<file path="config.mk">
export PLATFORM = sky130hd
export DESIGN_NAME = multicycle_controller
export DESIGN_NICKNAME = d
export VERILOG_FILES = /design/src/rtl/multicycle_controller.sv
export SDC_FILE = /design/constraint.sdc
export NUM_CORES = 1
export LEC_CHECK = 0
export CAP_MARGIN = 40
export CELL_PAD_IN_SITES_DETAIL_PLACEMENT = 1
export CELL_PAD_IN_SITES_GLOBAL_PLACEMENT = 1
export CORE_UTILIZATION = 28
export CTS_CLUSTER_DIAMETER = 100
export DETAILED_ROUTE_END_ITERATION = 8
export GPL_TIMING_DRIVEN = 1
export PLACE_DENSITY = 0.92
export SYNTH_ARGS = -nofsm -noshare
export SYNTH_HDL_FRONTEND = slang
export SYNTH_SLANG_ARGS = --single-unit
</file>
<file path="constraint.sdc">
create_clock -name clk -period 4 [get_ports clk]
set_input_delay 0.8 -clock clk [delete_from_list [all_inputs] [get_ports clk]]
set_output_delay 0.8 -clock clk [all_outputs]
set_load 0.02 [all_outputs]
</file>
<file path="src/rtl/multicycle_controller.sv">
// Control unit for the multicycle ARM-subset core: sequences the shared datapath,
// keeps the NZCV flags and gates every write enable on the evaluated condition.
module multicycle_controller #(
    parameter int PC_IDX = 15
) (
    input  logic       clk,
    input  logic       rst,
    input  logic [3:0] Cond,
    input  logic [1:0] Op,
    input  logic [5:0] Funct,
    input  logic [3:0] Rd,
    input  logic [3:0] ALUFlags,
    output logic       PCWrite,
    output logic       AdrSrc,
    output logic       MemWrite,
    output logic       IRWrite,
    output logic [1:0] ResultSrc,
    output logic [1:0] ALUControl,
    output logic       ALUSrcA,
    output logic [1:0] ALUSrcB,
    output logic [1:0] ImmSrc,
    output logic       RegWrite,
    output logic [1:0] RegSrc,
    output logic [3:0] Flags,
    output logic [3:0] State
);

    typedef enum logic [3:0] {
        FETCH  = 4'd0,
        DECODE = 4'd1,
        MEMADR = 4'd2,
        MEMRD  = 4'd3,
        MEMWB  = 4'd4,
        MEMWR  = 4'd5,
        EXECR  = 4'd6,
        EXECI  = 4'd7,
        ALUWB  = 4'd8,
        BRANCH = 4'd9
    } stateT;

    localparam logic [3:0] pcIdx = 4'(PC_IDX);

    stateT state;
    logic  condexQ;
    logic  condEx;
    logic  irWrite, nextPc, regW, memW, branch, aluOp;
    logic  noWrite;
    logic  flagN, flagZ, flagC, flagV;

    assign {flagN, flagZ, flagC, flagV} = Flags;

    // State, latched condition result and the flag register share one sequential block.
    always_ff @(posedge clk or negedge rst) begin
        if (!rst) begin
            state   <= FETCH;
            Flags   <= 4'b0000;
            condexQ <= 1'b0;
        end else begin
            case (state)
                FETCH:  state <= DECODE;
                DECODE: begin
                    case (Op)
                        2'b00:   state <= Funct[5] ? EXECI : EXECR;
                        2'b01:   state <= MEMADR;
                        2'b10:   state <= BRANCH;
                        default: state <= FETCH;
                    endcase
                end
                MEMADR: state <= Funct[0] ? MEMRD : MEMWR;
                MEMRD:  state <= MEMWB;
                EXECR,
                EXECI:  state <= ALUWB;
                default: state <= FETCH;
            endcase

            if (state == DECODE)
                condexQ <= condEx;

            // Logical ops (AND/ORR) have no meaningful carry/overflow, so C and V are kept.
            if ((state == EXECR || state == EXECI) && Funct[0] && condexQ) begin
                Flags[3:2] <= ALUFlags[3:2];
                if (!ALUControl[1])
                    Flags[1:0] <= ALUFlags[1:0];
            end
        end
    end

    always_comb begin
        irWrite   = 1'b0;
        nextPc    = 1'b0;
        regW      = 1'b0;
        memW      = 1'b0;
        branch    = 1'b0;
        aluOp     = 1'b0;
        AdrSrc    = 1'b0;
        ALUSrcA   = 1'b0;
        ALUSrcB   = 2'b00;
        ResultSrc = 2'b00;
        case (state)
            FETCH: begin
                irWrite   = 1'b1;
                nextPc    = 1'b1;
                ALUSrcA   = 1'b1;
                ALUSrcB   = 2'b10;
                ResultSrc = 2'b10;
            end
            DECODE: begin
                ALUSrcA   = 1'b1;
                ALUSrcB   = 2'b10;
                ResultSrc = 2'b10;
            end
            MEMADR: ALUSrcB = 2'b01;
            MEMRD:  AdrSrc = 1'b1;
            MEMWB: begin
                ResultSrc = 2'b01;
                regW      = 1'b1;
            end
            MEMWR: begin
                AdrSrc = 1'b1;
                memW   = 1'b1;
            end
            EXECR:  aluOp = 1'b1;
            EXECI: begin
                ALUSrcB = 2'b01;
                aluOp   = 1'b1;
            end
            ALUWB:  regW = 1'b1;
            BRANCH: begin
                ALUSrcB   = 2'b01;
                ResultSrc = 2'b10;
                branch    = 1'b1;
            end
            default: ;
        endcase
    end

    always_comb begin
        ALUControl = 2'b00;
        if (aluOp) begin
            case (Funct[4:1])
                4'b0010: ALUControl = 2'b01;
                4'b0000: ALUControl = 2'b10;
                4'b1100: ALUControl = 2'b11;
                4'b1010: ALUControl = 2'b01;
                default: ALUControl = 2'b00;
            endcase
        end
    end

    // CMP suppresses the write-back for the whole instruction, not just the execute cycle.
    assign noWrite = (Op == 2'b00) && (Funct[4:1] == 4'b1010);

    always_comb begin
        condEx = 1'b0;
        case (Cond)
            4'b0000: condEx = flagZ;
            4'b0001: condEx = ~flagZ;
            4'b0010: condEx = flagC;
            4'b0011: condEx = ~flagC;
            4'b0100: condEx = flagN;
            4'b0101: condEx = ~flagN;
            4'b0110: condEx = flagV;
            4'b0111: condEx = ~flagV;
            4'b1000: condEx = flagC & ~flagZ;
            4'b1001: condEx = ~flagC | flagZ;
            4'b1010: condEx = (flagN == flagV);
            4'b1011: condEx = (flagN != flagV);
            4'b1100: condEx = ~flagZ & (flagN == flagV);
            4'b1101: condEx = flagZ | (flagN != flagV);
            4'b1110: condEx = 1'b1;
            default: condEx = 1'b0;
        endcase
    end

    // Enables are also gated by rst so an abandoned instruction cannot write anything.
    assign IRWrite  = rst & irWrite;
    assign RegWrite = rst & regW & condexQ & ~noWrite;
    assign MemWrite = rst & memW & condexQ;
    assign PCWrite  = rst & (nextPc | (condexQ & (branch | (regW & (Rd == pcIdx) & ~noWrite))));

    assign ImmSrc = Op;
    assign RegSrc = {Op == 2'b01, Op == 2'b10};
    assign State  = state;

endmodule

</file>
==> out/qor.yml, run 1 <==
htreeDepth: 1
p_per_area_nw_per_um2: 680
synth-seq-cells: 9
final_hold_viol_count: 0
synth.distinct_cells: 42
die_y_um: 56.3
tns_ns: 0
final_cell_mix: "clkdlybuf4s50_1, nor2_1, dfrtp_1"
grt_pass1_wl_mm: 4.40
netlist_instances: 101
finalCritPeriodShare_pct: 93.8
finalSetupViolCount: 0
yosys_warnings: 0
core_area_um2: 2780
grt_max_degree: 17
holdWs_ns: 0.595
fp-row-count: 19
cts_root_buffer: "clkbuf_4"
critical_path_peak_fanout: 7
dpl.hpwl_mm: 2.14
async_flop_share_pct: 100
vias_per_cell: 5.34
gp_congestion: 0.741
cts_buffer_depth: 2
endpoint_kind: "output port"
start_kind: "input pin"
holdCritPathClass: "register to register"
cts.clk_slew.worst_paths_ns: 0.06
cts_buffers: 3
syn2layout_area_growth_pct: 58.6
antenna_found_initial: 0
firstDrtPassIters: 4
synth_area_um2: 825
regToRegSetupSlack_ns: 2.09
drive_above_1_share_pct: 7.69
outcome: "finished clean"
hold_buffers: 0
fin_crit_ns: 3.75
fmax_ghz: 0.266
total_power_w: 0.000889
insertion_delay_ns: 0.27
maxCapViolCount: 0
ir_drop_uv: 419
post_cts_buffers: 0
skew_ns: 0.00244
wl_mm: 2.64
grt_use_total_pct: 17.5
io_pins: 46
worstPathArrival_ns: 2.95
ys.flop_type: "dfrtp_1"
die_w_um: 56.3
dieArea_um2: 3170
ctsResizeCount: 0
p_leak_nw: 0.516
cts.sinks: 9
drt-initial-drc-count: 18
syn-num-nets: 123
via_count: 930
nFillCells: 331
gr-total-overflow: 0
nNetsFinal: 166
mostFrequentLayoutCell: "clkdlybuf4s50_1"
syn_avg_cell_area_um2: 8.16
avgRoutedWirePerCell_um: 15.2
critical_path_class: "input pin to output port"
antenna_cells: 0
grt_pass1_vias: 985
start_util_pct: 29.6
required_ns: 3.20
ys_seq_area_share_pct: 27.3
drc: 0
drtAntennaViolNets: 0
cts_tree: "built"
synth_edf_count: 0
slew_headroom_pct: 64.7
slew_violations: 0
rsz0062_at_grt: "false"
worst_pin_slew_ns: 0.530
io_buffers: 45
## final cells by class
type                            instances  area (µm²)  area share, %
Timing Repair Buffer                   46         458           35.0
Clock buffer                            4        26.3           2.01
Multi-Input combinational cell         82         552           42.2
Inverter                                2        7.51          0.574
Sequential cell                         9         225           17.2
Tap cell                               31        38.8           2.97
## worst max-delay path, cell delays in order
cell             delay, ns
clkdlybuf4s50_1       0.49
or4b_1                0.58
o211ai_2              0.20
o21ai_1               0.11
a31o_1                0.23
clkdlybuf4s50_1       0.54
## synth_stat cells (2+ instances only)
library cell	instances	area, µm²
nor4_1	2	12.5
o21ai_1	3	15.0
xor2_1	4	35.0
buf_2	2	10.0
nand2b_1	5	31.3
nand2_1	8	30.0
mux2i_1	2	20.0
nor2b_1	2	12.5
nor2_1	11	41.3
clkbuf_1	4	15.0
nand3_1	3	15.0
a31oi_1	2	12.5
nand3b_1	3	22.5
nor3_1	5	25.0
mux2_2	3	33.8
a21oi_1	2	10.0
dfrtp_1	9	225
o21ai_0	3	15.0
mux2_1	2	22.5
xnor2_1	3	26.3
buf_4	2	15.0
## final timing paths
kind	end	cells after the start	startpoint
worst max register to register	Flags[1]	4	State[1]
max in group asynchronous	State[2]	2	rst
min in group asynchronous	Flags[3]	2	rst
worst min register to register	Flags[1]	1	Flags[1]
worst min-delay path	Flags[1]	1	Flags[1]
worst max-delay path	PCWrite	6	Op[1]
## kinds of logic (layout without fill, tap and decap cells)
logic type	count (synthesis)	after routing	share of synthesized area [%]
buffers and inverters	10	52	5.76
AND/OR/NAND/NOR	49	49	34.4
multiplexers	7	7	9.26
AO/OA/AOI/OAI	19	19	15.8
flip-flops	9	9	27.3
XOR/XNOR	7	7	7.44
## layer usage
layer | up-vias | part of all wire [%] | global-route usage [%]
met2 | 32 | 52 | 32.7
met4 | 0 | 0.64 | 3.14
met1 | 449 | 42 | 20.4
li1 | 447 | - | -
met3 | 2 | 5.2 | 4.15
met5 | - | 0 | 0
## sequential cells by signal (all words and copies together), names as in the netlist
name	flops
condexQ	1
State	4
Flags	4
## stage by stage
| stage | cells | area (µm²) | setup WS, ns | util, % |
|---|---|---|---|---|
| 6_report | 174 | 1310 | 0.246 | 47.0 |
| 5_1_grt | 174 | 1310 | 0.191 | 47.0 |
| 4_1_cts | 174 | 1310 | 0.237 | 47.0 |
| 3_5_place_dp | 170 | 1280 | 0.233 | 46.1 |
| 3_3_place_gp | 170 | 1280 | 0.358 | 46.1 |
| 2_1_floorplan | 101 | 825 | 1.35 | - |
## where the power goes
part	internal [W]	switching [W]	total [W]	leakage [nW]
clock network	0.0000385	0.0000326	0.0000711	0.0150
logic	0.000295	0.000297	0.000592	0.385
registers	0.000131	0.0000948	0.000226	0.116
total	0.000464	0.000424	0.000889	0.516
No activity file was read; power rests on OpenSTA's default activity.
==> run 2: changes to the inputs <==
--- a/config.mk
+++ b/config.mk
@@ -8,11 +8,13 @@
 export CAP_MARGIN = 40
 export CELL_PAD_IN_SITES_DETAIL_PLACEMENT = 1
 export CELL_PAD_IN_SITES_GLOBAL_PLACEMENT = 1
+export CORE_MARGIN = 1.5
 export CORE_UTILIZATION = 28
 export CTS_CLUSTER_DIAMETER = 100
 export DETAILED_ROUTE_END_ITERATION = 8
 export GPL_TIMING_DRIVEN = 1
 export PLACE_DENSITY = 0.92
+export SKIP_LAST_GASP = 1
 export SYNTH_ARGS = -nofsm -noshare
 export SYNTH_HDL_FRONTEND = slang
 export SYNTH_SLANG_ARGS = --single-unit
==> out/qor.yml, run 2 (synthesis results as in run 1) <==
finalCritPeriodShare_pct: 92.0
start_kind: "input pin"
p_leak_nw: 0.516
regArea_um2: 225
final_cell_mix: "clkdlybuf4s50_1, nor2_1, dfrtp_1"
fin_cells: 174
grt_use_total_pct: 16.6
p_per_area_nw_per_um2: 675
holdWs_ns: 0.589
path_buf_inv: 2
cp_cell_sequence: "clkdlybuf4s50_1 > or4b_1 > o211ai_2 > o21ai_1 > a31o_1 > clkdlybuf4s50_1"
nNetsFinal: 166
outcome: "finished clean"
post_cts_buffers: 0
grt_pass1_vias: 899
core_area_um2: 2780
required_ns: 3.20
htreeDepth: 1
gr-total-overflow: 0
crit_slowest_cell: "or4b_1"
drt-initial-drc-count: 19
cts_root_buffer: "clkbuf_4"
critical_path_peak_fanout: 7
io_buffers: 45
worst_pin_slew_ns: 0.520
avgRoutedWirePerCell_um: 14.7
path_delay_family: "buffers and inverters"
slew_headroom_pct: 65.4
max_stage_delay_ns: 0.58
antenna_cells: 0
drc: 0
endpoint_kind: "output port"
cts.clk_slew.worst_paths_ns: 0.06
wl_mm: 2.57
antenna_found_initial: 0
start_util_pct: 29.6
syn2layout_area_growth_pct: 58.6
post_dp_cell_area_um2: 1280
drive_above_1_share_pct: 7.69
tns_ns: 0
die_y_um: 57.3
cts_buffer_depth: 2
fmax_ghz: 0.272
ctsResizeCount: 0
slew_violations: 0
firstDrtPassIters: 4
grt_pass1_wl_mm: 4.24
nFillCells: 338
gp_congestion: 0.748
cpMostUsedCell: "clkdlybuf4s50_1"
multiInputGateArea_um2: 552
finalSetupViolCount: 0
io_pins: 46
cts_buffers: 3
skew_ns: 0.00518
insertion_delay_ns: 0.27
fp-row-count: 19
fin_crit_ns: 3.68
ir_drop_uv: 571
holdCritPathClass: "register to register"
hold_buffers: 0
final_area_um2: 1310
grt_max_degree: 17
critical_path_class: "input pin to output port"
worstPathArrival_ns: 2.88
rsz0062_at_grt: "false"
cts_tree: "built"
dp_cells: 170
via_count: 922
final_hold_viol_count: 0
cts.sinks: 9
drtAntennaViolNets: 0
maxCapViolCount: 0
die_w_um: 57.3
mostFrequentLayoutCell: "clkdlybuf4s50_1"
dpl.hpwl_mm: 2.02
vias_per_cell: 5.30
dieArea_um2: 3280
## run 2: path summary, 6_finish.rpt
| path | start | end | slack [ns] | cells past startpoint |
|---|---|---|---|---|
| min | Flags[0] | Flags[0] | 0.59 | 1 |
| min in group asynchronous | rst | Flags[2] | 0.93 | 2 |
| max in group asynchronous | rst | condexQ | 2.93 | 2 |
| max | Op[1] | PCWrite | 0.32 | 6 |
| min reg2reg | Flags[0] | Flags[0] | 0.59 | 1 |
| max reg2reg | State[1] | Flags[1] | 2.11 | 4 |
## run 2: layout make-up
class                      count  share of cell area [%]
clock buffer                   4                    2.01
sequential                     9                    17.2
tap                           31                    2.97
inverter                       2                   0.574
multi-input combinational     82                    42.2
timing repair buffer          46                    35.0
## run 2: stage by stage
stage,worst slack (ns),total power [W],utilization (%)
final,0.318,0.000883,47.0
after global routing,0.244,0.000949,47.0
after floorplan,1.35,0.000553,-
after CTS,0.304,0.000888,47.0
after global placement,0.363,0.000799,46.1
after detailed placement,0.310,0.000814,46.1
## run 2: routing by layer
layer | share of wire, % | vias up | wire length [µm] | global-route usage [%]
met5 | 0 | - | 0 | 0
met4 | 0.70 | 0 | 18 | 3.99
met3 | 6.3 | 5 | 162 | 4.76
met2 | 46 | 35 | 1180 | 25.9
met1 | 47 | 431 | 1200 | 22.9
li1 | - | 451 | - | -
## run 2: power breakdown
part	internal [W]	switching [W]	total [W]
clock network	0.0000386	0.0000340	0.0000726
registers	0.000131	0.0000922	0.000223
logic	0.000295	0.000292	0.000587
## run 2: worst register-to-register path, cell delays in order, from the launching register on
cell,delay (ns)
dfrtp_1,0.67
nand3b_1,0.25
nor2_1,0.29
o31a_1,0.24
mux2_1,0.33
